File: config.mk
export PLATFORM = sky130hd
export DESIGN_NAME = nibble_serial_adder_ctrl
export DESIGN_NICKNAME = d
export VERILOG_FILES = /design/src/rtl/nibble_serial_adder_ctrl.sv
export SDC_FILE = /design/constraint.sdc
export NUM_CORES = 1
export LEC_CHECK = 0
export BUFFER_PORTS_ARGS = -buffer_cell sky130_fd_sc_hd__buf_2
export CORE_ASPECT_RATIO = 1.2
export CORE_UTILIZATION = 50
export CTS_CLUSTER_DIAMETER = 200
export DETAILED_ROUTE_END_ITERATION = 8
export PLACE_DENSITY = 0.82
export SLEW_MARGIN = 20
export SYNTH_ARGS = -nofsm -noshare
export SYNTH_HDL_FRONTEND = slang
export SYNTH_SLANG_ARGS = --single-unit
File: constraint.sdc
create_clock -name clk -period 3.51 [get_ports clk]
set_input_delay 0.8775 -clock clk [delete_from_list [all_inputs] [get_ports clk]]
set_output_delay 0.8775 -clock clk [all_outputs]
set_load 0.01 [all_outputs]
File: src/rtl/nibble_serial_adder_ctrl.sv
// WIDTH-bit add/subtract sequencer built on one shared 4-bit adder slice.
// Nibbles are processed LSB first, one per clock, with the carry held in a register.
module nibble_serial_adder_ctrl #(
  parameter int unsigned WIDTH = 16
) (
  input  logic             clk,
  input  logic             rst_n,
  input  logic             in_valid,
  output logic             in_ready,
  input  logic [WIDTH-1:0] op_a,
  input  logic [WIDTH-1:0] op_b,
  input  logic             cin,
  input  logic             sub,
  output logic             out_valid,
  input  logic             out_ready,
  output logic [WIDTH-1:0] result,
  output logic             cout,
  output logic             ovf,
  output logic             busy
);

  localparam int unsigned NIBBLES = WIDTH / 4;
  localparam int unsigned IDX_W   = (NIBBLES > 1) ? $clog2(NIBBLES) : 1;
  localparam int unsigned MSB     = WIDTH - 1;

  generate
    if (((WIDTH % 4) != 0) || (WIDTH < 4)) begin : g_bad_width
      $error("nibble_serial_adder_ctrl: WIDTH must be a multiple of 4 and >= 4");
    end
  endgenerate

  typedef enum logic [1:0] {
    S_IDLE = 2'd0,
    S_RUN  = 2'd1,
    S_DONE = 2'd2
  } state_t;

  state_t           r_state;
  state_t           w_state_nxt;
  logic [WIDTH-1:0] r_a;
  logic [WIDTH-1:0] r_b;
  logic [WIDTH-1:0] r_result;
  logic [IDX_W-1:0] r_idx;
  logic             r_carry;
  logic             r_cout;
  logic             r_ovf;
  logic             r_in_ready;
  logic             r_out_valid;
  logic             r_busy;

  logic             w_accept;
  logic             w_run;
  logic             w_last;
  logic             w_in_ready_nxt;
  logic             w_out_valid_nxt;
  logic             w_busy_nxt;
  logic [IDX_W+1:0] w_base;
  logic [3:0]       w_a_nib;
  logic [3:0]       w_b_nib;
  logic [4:0]       w_slice;

  // Shared 4-bit slice; operand B is already inverted for subtraction.
  assign w_base  = {r_idx, 2'b00};
  assign w_a_nib = r_a[w_base +: 4];
  assign w_b_nib = r_b[w_base +: 4];
  assign w_slice = 5'(w_a_nib) + 5'(w_b_nib) + 5'(r_carry);
  assign w_last  = (r_idx == IDX_W'(NIBBLES - 1));

  always_ff @(posedge clk or negedge rst_n) begin
    if (!rst_n) begin
      r_state     <= S_IDLE;
      r_in_ready  <= 1'b1;
      r_out_valid <= 1'b0;
      r_busy      <= 1'b0;
    end else begin
      r_state     <= w_state_nxt;
      r_in_ready  <= w_in_ready_nxt;
      r_out_valid <= w_out_valid_nxt;
      r_busy      <= w_busy_nxt;
    end
  end

  // Next state; handshake outputs are registered from the next state.
  always_comb begin
    w_state_nxt = r_state;
    w_accept    = 1'b0;
    w_run       = 1'b0;
    case (r_state)
      S_IDLE: begin
        if (in_valid) begin
          w_accept    = 1'b1;
          w_state_nxt = S_RUN;
        end
      end
      S_RUN: begin
        w_run = 1'b1;
        if (w_last) w_state_nxt = S_DONE;
      end
      S_DONE: begin
        if (out_ready) w_state_nxt = S_IDLE;
      end
      default: w_state_nxt = S_IDLE;
    endcase
    w_in_ready_nxt  = (w_state_nxt == S_IDLE);
    w_out_valid_nxt = (w_state_nxt == S_DONE);
    w_busy_nxt      = (w_state_nxt == S_RUN) || (w_state_nxt == S_DONE);
  end

  always_ff @(posedge clk or negedge rst_n) begin
    if (!rst_n) begin
      r_a      <= '0;
      r_b      <= '0;
      r_result <= '0;
      r_idx    <= '0;
      r_carry  <= 1'b0;
      r_cout   <= 1'b0;
      r_ovf    <= 1'b0;
    end else if (w_accept) begin
      r_a     <= op_a;
      r_b     <= sub ? ~op_b : op_b;
      r_carry <= sub ? 1'b1 : cin;
      r_idx   <= '0;
    end else if (w_run) begin
      r_result[w_base +: 4] <= w_slice[3:0];
      r_carry               <= w_slice[4];
      r_idx                 <= w_last ? '0 : r_idx + IDX_W'(1);
      if (w_last) begin
        r_cout <= w_slice[4];
        r_ovf  <= (r_a[MSB] == r_b[MSB]) && (w_slice[3] != r_a[MSB]);
      end
    end
  end

  assign in_ready  = r_in_ready;
  assign out_valid = r_out_valid;
  assign busy      = r_busy;
  assign result    = r_result;
  assign cout      = r_cout;
  assign ovf       = r_ovf;

endmodule

# Word-level counts from Yosys, hierarchy flattened
# Cells that the tools add are included.
# Widths: inputs -> output; s select.
# totals
rom_bits,0
mem_count,0
latch_bits,0
ff_bits,58
elab_cells,50
ram_bits,0
inputBits,38
out_inout_bits,21
# op_classes
n_reduce_logical,7
multipliers,0
bitwise,2
n_shift,4
n_lt_le_gt_ge,0
add_sub_neg,4
n_div,0
n_mux,15
n_eq_ne,7
# ops
cell,count
$shiftx 16x5->4,2
$bwmux 16,1
$mux 16,1
$not 16->16,1
$shift 4x6->16 const A,1
$shiftx 4x6->16,1
$mux 2,6
$eq 2x2->1 const B,3
$mux 1,6
$neg 4->6,1
$pmux 2 s3,1
$add 4x4->5,1
$add 5x1->5,1
$eq 2x1->1 const B,2
$logic_not 2->1,2
$reduce_and 3->1,1
$add 2x1->2 const B,1
$reduce_and 2->1,1
$reduce_bool 2->1,1
$eq 1x1->1,1
$logic_and 1x1->1,1
$logic_or 1x1->1,1
$ne 1x1->1,1
$not 1->1,1

# Depth between registers and ports, before layout
# Gate-level depths: netlist (run 1).
# depth
ltp_word,5
depth_mapped,9
mapped_depth_nobuf,7

# Worst setup path before layout (run 1)
# Ideal clock, no wire load.
# synth_path
path_kind,register -> register
from,register r_idx[0]
to,register r_ovf (netlist: ovf)
required_ps,3426
slack_ps,823
stages_incl_launch_ff,9
setup_ps,84
synth_period_minus_slack_ps,2687
n_path_buf,2
arrival_time_ps,2604
path_cell_list,dfrtp_1 > buf_2 > buf_2 > mux4_2 > fa_1 > nand3_1 > a21oi_1 > or4_4 > a41oi_2
# synth_between
elab_chain_cells,5
word_cells_on_any_way,8
cone_classes,add/sub: 2; eq/ne: 2; shift: 2; reduce/logical: 2
# synth_rtl
element,line,text
from (decl),43,logic [IDX_W-1:0] r_idx;
from (signal assigned),126,r_idx <= w_last ? '0 : r_idx + IDX_W'(1);
$shiftx 16x5->4 (on tied branches),"64, 65",
$add 4x4->5,66,assign w_slice = 5'(w_a_nib) + 5'(w_b_nib) + 5'(r_carry);
$add 5x1->5,66,
$ne 1x1->1,129,r_ovf <= (r_a[MSB] == r_b[MSB]) && (w_slice[3] != r_a[MSB]);
$logic_and 1x1->1,129,
to (signal assigned),129,
to (decl),46,logic r_ovf;
# Parallel ways exist; a longest one is shown, timed or not.
# A chain may end at the register's enable or synchronous reset.

# Worst setup path in the final report (run 1)
# layout_path
from,register r_idx[0]
to,register r_result[2] (netlist: result[2])
# layout_between
elab_chain_cells,5
word_cells_on_any_way,8
cone_classes,add/sub: 3; shift: 4; mux: 1
# layout_rtl
element,line,text
$shiftx 16x5->4 (on tied branches),"64, 65",
$add 4x4->5,66,
$add 5x1->5,66,
$shiftx 4x6->16,124,r_result[w_base +: 4] <= w_slice[3:0];
$bwmux 16 (*),124,
"to (signal, indexed assignment)",124,
to (decl),42,logic [WIDTH-1:0] r_result;
# Every way passes the cells marked *; elsewhere a longest branch is shown, timed or not.

==> results of run 1 <==
[cell type report]
type                       instances  area, um^2
clock buffer                      14         173
clock inverter                     2        10.0
fill                             436        2030
inverter                           6        22.5
multi-input combinational        148        1220
sequential                        58        1450
tap                               62        77.6
timing repair buffer              61         313
[Yosys cell counts, types with 2 or more instances]
library cell,number,area share [%]
a21oi_1,21,3.8
a22o_1,14,4.5
buf_2,9,1.6
clkbuf_1,2,0.27
dfrtp_1,57,52
fa_1,2,1.5
ha_1,11,5.0
inv_1,4,0.55
inv_2,2,0.27
mux2_1,16,6.6
mux4_2,8,6.6
nand2_1,12,1.6
nand2b_1,2,0.46
nor2_1,27,3.7
o21ai_1,2,0.37
o31ai_1,4,1.1
xnor2_1,17,5.4
[worst max path at each step]
stage	depth (start not counted)	start	to	slack, ns
global route	5	r_idx[0]	result[2]	0.64
CTS	5	r_idx[0]	result[2]	0.74
global placement	5	r_idx[0]	result[2]	0.82
floorplan	8	r_idx[0]	ovf	0.82
finish	5	r_idx[0]	result[2]	0.80
detailed placement	5	r_idx[0]	result[10]	0.76
[cell families after synthesis]
group           after synthesis
simple gates                 47
flops                        58
fa+ha+maj                    13
buf+inv                      17
mux                          24
xor+xnor                     17
compound gates               47
[per-layer routing]
metal	track usage, %	wire length, um	share of wire (%)	vias up
met5	0	0	0	-
met4	12.8	153	2.8	0
met3	6.80	250	4.6	14
met2	36.5	2820	52	49
met1	25.5	2180	40	957
li1	-	-	-	909
[sequential cells by signal, indices dropped and copies added (netlist names)]
name and cells:
r_idx 2, r_carry 1, cout 1, r_b 16
ovf 1, in_ready 1, r_a 16, result 16
out_valid 1, busy 1, r_state 2
[worst register-to-register path: stages, from the launching register on]
cell	delay, ns
dfrtp_1	0.62
mux4_2	0.59
fa_1	0.44
fa_1	0.42
xnor2_1	0.38
o31ai_1	0.14
[where the power goes]
group	internal, mW	switching (mW)
Combinational	0.705	0.908
Clock	0.312	0.263
Sequential	0.966	0.211
[per-stage QoR]
step                power [mW]  instances
CTS                       3.38        351
global route              3.63        351
finish                    3.37        351
detailed placement        2.80        335
global placement          2.71        335
floorplan                 2.31        223
==> metrics.md, run 1 <==
| Metric | Value |
|---|---|
| Outcome | `complete, no violations` |
| Setup TNS | `0 ns` |
| Dpl hpwl | `3840 um` |
| Vias per cell | `about 5.5` |
| Commonest non-fill, non-tap cell in the layout | `buf_2` |
| Area fraction in compound gates after synthesis | `11.8%` |
| Clk_lat worst skew | `0.35 ns` |
| Cts repair resizes | `0` |
| CP bufs+invs | `0` |
| Net Count, Synth | `~270` |
| Post-synthesis adder-cell area fraction | `6.49%` |
| DRT iter0 DRCs | `roughly 120` |
| Utilization after layout | `61.7%` |
| # DRC | `0` |
| Dominant delay contributor by cell family on the critical path | `adder cells` |
| Slowest cell on the critical path | `dfrtp_1` |
| Total number of H-tree levels | `3` |
| Slowest stage delay, CP | `0.62 ns` |
| Nets | `335` |
| Fin. max-slew vios | `0` |
| Routed len/inst | `15.4 um` |
| Clock transition at path regs | `0.06 ns` |
| Peak supply drop | `0.485 mV` |
| GRT Total Usage | `about 22%` |
| Crit-path cells | `mux4_2 > fa_1 > fa_1 > xnor2_1 > o31ai_1` |
| Hold_buf cts | `0` |
| Arr. time, crit path | `between 2 and 3 ns` |
| Final Hold Viols | `0` |
| Post-synth EDFFs | `0` |
| Cell area power density | `around 1000 mW/mm^2` |
| Hold Crit Start | `result[6]` |
| Die width | `69.6 um` |
| Final non-filler cell area | `0.00327 mm^2` |
| Reg2reg end | `result[2]` |
| Placed inst area | `0.00308 mm^2` |
| Crit-path max FO | `8` |
| Max Root-Sink Buffers | `2` |
| Final ANT Viol Nets | `0` |
| Root Buffer | `clkbuf_8` |
| Post-Syn Area per Cell | `12.3 um^2` |
| Synth unique cells | `30` |
| Most used cell, CP | `fa_1` |
| RSZ-0062 raised after global routing | `false` |
| Async set-or-reset flop fraction in the synthesized netlist | `100%` |
| I/O Buffers | `58` |
| CTS buffer count | `9` |
| Worst reg2reg setup slack | `0.80 ns` |
| Least-Margin Pin Slew | `0.648 ns` |
| Crit start category | `flop` |
| Hold_ws | `0.473 ns` |
| Final setup viols | `0` |
| Layout area overhead | `19.3%` |
| Sink Count | `slightly below 60` |
| Mux contribution to synthesized area | `13.2%` |
| Ports | `59` |
| Initial Util | `about half` |
| TritonRoute pass-1 iters | `4` |
| Initial antenna violation count | `0` |
| Dpl ws | `0.759 ns` |
| HP Class | `flop to flop` |
| Pin count of the biggest net entering global routing | `33` |
| Cells after synthesis | `223` |
| FP Rows | `29` |
| R2R Path Start | `r_idx[0]` |
| Primary FF master, synth | `dfrtp_1` |
| Hold path depth | `2` |
| TritonCTS clock tree | `done` |
| Die height | `83.1 um` |
| Setup WS post-layout | `0.795 ns` |
| Synth Warn # | `0` |
| WL final | `5400 um` |
| Grt ovf | `0` |
| Max-Cap Viols | `0` |
| Synthesized area | `0.00274 mm^2` |
| Register bit total from synthesis | `58` |
| Xor/xnor share of the synthesized area | `between 5 and 6%` |
| Seq/Total Area, Yosys | `53.0%` |
| Total die area | `0.00578 mm^2` |
| Fmax | `368 MHz` |
| Fin crit share | `77.3%` |
| Vias in the first global route | `2,035` |
| Clk_skew | `roughly 0.0066 ns` |
| Critical Path End Type | `flop` |
| First-pass GRT wire length | `9580 um` |
| CP Class | `flop to flop` |
| Hold worst-path end | `result[6]` |
| Vias after detailed routing | `1,929` |
| Most frequent cells in the layout | `buf_2 (58), dfrtp_1 (57), nor2_1 (26), a21oi_1 (21), xnor2_1 (17)` |
| Post-CTS Setup Inserts | `0` |
| Post-Synth Simple-Gate Area | `7.35%` |
| Main combinational cell family by area after synthesis | `multiplexers` |
| Final RePlAce weighted congestion | `0.787` |
| Layout cell share with drive strength beyond 1 | `30.8%` |
| Diode count | `0` |
| Data required, critical path | `around 3.7 ns` |
| Slew HR | `about 57%` |
| Core box area | `0.00530 mm^2` |
| Reg2Reg Depth | `5` |
| Leakage | `1.53 nW` |
| Minimum clock period after layout | `2.71 ns` |
No activity file was read; power rests on OpenSTA's default activity.
==> run 2, diff against run 1 <==
--- a/config.mk
+++ b/config.mk
@@ -7,10 +7,10 @@
 export LEC_CHECK = 0
 export BUFFER_PORTS_ARGS = -buffer_cell sky130_fd_sc_hd__buf_2
 export CORE_ASPECT_RATIO = 1.2
-export CORE_UTILIZATION = 50
+export CORE_UTILIZATION = 49
 export CTS_CLUSTER_DIAMETER = 200
 export DETAILED_ROUTE_END_ITERATION = 8
-export PLACE_DENSITY = 0.82
+export PLACE_DENSITY = 0.84
 export SLEW_MARGIN = 20
 export SYNTH_ARGS = -nofsm -noshare
 export SYNTH_HDL_FRONTEND = slang
==> constraint.sdc (replaced) <==
create_clock -name clk -period 2.45 [get_ports clk]
set_input_delay 0.6125 -clock clk [delete_from_list [all_inputs] [get_ports clk]]
set_output_delay 0.6125 -clock clk [all_outputs]
set_load 0.01 [all_outputs]
==> run 2 against run 1 <==
Global-route usage shrank 1.6 points. Worst hold slack lost 0.24 ns. First-iteration DRC count shrank 33%. Power grew 55%.
==> metrics.md, run 2 (synthesized netlist as in run 1, its figures left out) <==
| Metric | Value |
|---|---|
| Diode count | `0 (unchanged)` |
| CTS buffer count | `9 (unchanged)` |
| Peak supply drop | `0.764 mV (was 0.485 mV)` |
| Final RePlAce weighted congestion | `0.792 (was 0.787)` |
| Hold_buf cts | `0 (unchanged)` |
| Clk_lat worst skew | `0.34 ns (was 0.35 ns)` |
| Most frequent cells in the layout | `buf_2 (58), dfrtp_1 (55), nor2_1 (26), a21oi_1 (20) (was buf_2 (58), dfrtp_1 (57), nor2_1 (26), a21oi_1 (21), xnor2_1 (17))` |
| Arr. time, crit path | `2.68 ns (was 2.93 ns)` |
| Layout Cells excl Fill | `361 (was 351)` |
| Fin. max-slew vios | `0 (unchanged)` |
| Layout area overhead | `23.2% (was 19.3%)` |
| Die width | `70.3 um (was 69.6 um)` |
| I/O Buffers | `58 (unchanged)` |
| Dpl ws | `-0.0684 ns (was 0.759 ns)` |
| Setup TNS | `0 ns (unchanged)` |
| CP Class | `flop to flop (unchanged)` |
| Max-Cap Viols | `0 (unchanged)` |
| Total power | `5.22 mW (was 3.37 mW)` |
| Setup WS post-layout | `0.0325 ns (was 0.795 ns)` |
| Top sig layer | `met4 (unchanged)` |
| Met3 wire length | `253 um (was 250 um)` |
| TritonRoute pass-1 iters | `5 (was 4)` |
| Die height | `83.9 um (was 83.1 um)` |
| Final Hold Viols | `0 (unchanged)` |
| Nets | `346 (was 335)` |
| Vias per cell | `5.47 (was 5.50)` |
| Crit-path cells | `buf_4 > mux4_2 > ha_4 > nand3_1 > and3_1 > or4_4 > a41oi_2 (was mux4_2 > fa_1 > fa_1 > xnor2_1 > o31ai_1)` |
| Outcome | `complete, no violations (unchanged)` |
| Leakage | `1.58 nW (was 1.53 nW)` |
| Ports | `59 (unchanged)` |
| Dominant delay contributor by cell family on the critical path | `simple AND/OR/NAND/NOR gates (was adder cells)` |
| Layout cell share with drive strength beyond 1 | `35.8% (was 30.8%)` |
| Utilization after layout | `63.3% (was 61.7%)` |
| CP bufs+invs | `1 (was 0)` |
| WL final | `5490 um (was 5400 um)` |
| Sink Count | `58 (unchanged)` |
| HP Class | `input pin to asynchronous set/reset pin (was flop to flop)` |
| Total number of H-tree levels | `3 (unchanged)` |
| Slowest cell on the critical path | `mux4_2 (was dfrtp_1)` |
| Critical Path End Type | `flop (unchanged)` |
| GRT Total Usage | `20.6% (was 22.2%)` |
| Hold_ws | `0.235 ns (was 0.473 ns)` |
| Vias after detailed routing | `1,975 (was 1,929)` |
| Slowest stage delay, CP | `0.53 ns (was 0.62 ns)` |
| Slew HR | `66.1% (was 56.7%)` |
| Placed inst area | `0.00315 mm^2 (was 0.00308 mm^2)` |
| Crit-path max FO | `5 (was 8)` |
| Total die area | `0.00589 mm^2 (was 0.00578 mm^2)` |
| # DRC | `0 (unchanged)` |
| Clock transition at path regs | `0.06 ns (about the same)` |
| Max Root-Sink Buffers | `2 (unchanged)` |
| First-pass GRT wire length | `9160 um (was 9580 um)` |
| Data required, critical path | `2.71 ns (was 3.72 ns)` |
| DP Cell Count | `342 (was 335)` |
| Initial antenna violation count | `0 (unchanged)` |
| Pin count of the biggest net entering global routing | `33 (unchanged)` |
| Final non-filler cell area | `0.00337 mm^2 (was 0.00327 mm^2)` |
| Commonest non-fill, non-tap cell in the layout | `buf_2 (unchanged)` |
| Initial Util | `51.3% (was 51.7%)` |
| Crit start category | `flop (unchanged)` |
| FP Rows | `29 (unchanged)` |
| Core box area | `0.00533 mm^2 (was 0.00530 mm^2)` |
| Cell area power density | `1550 mW/mm^2 (was 1030 mW/mm^2)` |
| RSZ-0062 raised after global routing | `true (was false)` |
| Final ANT Viol Nets | `0 (unchanged)` |
| Dpl hpwl | `3950 um (was 3840 um)` |
| Fmax | `414 MHz (was 368 MHz)` |
| Vias in the first global route | `2,028 (was 2,035)` |
| Least-Margin Pin Slew | `0.508 ns (was 0.648 ns)` |
| DRT iter0 DRCs | `81 (was 121)` |
| Final setup viols | `0 (unchanged)` |
| Clk_skew | `0.00780 ns (was 0.00658 ns)` |
| Root Buffer | `clkbuf_8 (unchanged)` |
| Met2 Wirelength | `2930 um (was 2820 um)` |
| Fin crit share | `98.7% (was 77.3%)` |
| TritonCTS clock tree | `done (unchanged)` |
| Grt ovf | `0 (unchanged)` |
| Routed len/inst | `15.2 um (was 15.4 um)` |
| Met1 WL | `2190 um (was 2180 um)` |
| Minimum clock period after layout | `2.42 ns (was 2.71 ns)` |
==> run 2: timing repair <==
item | CTS | global route
endpoints found under the hold margin | 0 | 0
endpoints found under the setup margin | 6 | 10
resized for setup | 1 | 5
pin swaps | 0 | 1
setup buffers | 1 | 3
==> run 2: routing by layer <==
metal	vias up	global-route usage (%)
li1	928	-
met5	-	0
met4	0	12.2
met1	977	22.4
met3	11	4.95
met2	59	35.7
==> run 2: worst paths after layout <==
path | slack (ns) | startpoint | depth (start not counted) | endpoint
min | 0.24 | rst_n | 1 | r_state[1]
max reg2reg | 0.03 | r_idx[0] | 7 | ovf
max in group asynchronous | 1.55 | rst_n | 2 | r_idx[0]
max | 0.03 | r_idx[0] | 7 | ovf
min reg2reg | 0.48 | result[6] | 2 | result[6]
min in group clk | 0.48 | result[6] | 2 | result[6]
==> run 2: area by class of cell <==
type	instances	area (um^2)
Clock buffer	12	155
Timing Repair Buffer	72	399
Tap cell	62	77.6
Multi-Input combinational cell	148	1250
Sequential cell	58	1460
Clock inverter	3	15.0
Inverter	6	22.5
Fill cell	437	1960
==> run 2: power by group <==
| part | internal [mW] | switching [mW] |
|---|---|---|
| clock | 0.411 | 0.357 |
| sequential | 1.39 | 0.296 |
| combinational | 1.34 | 1.42 |
| total | 3.15 | 2.07 |
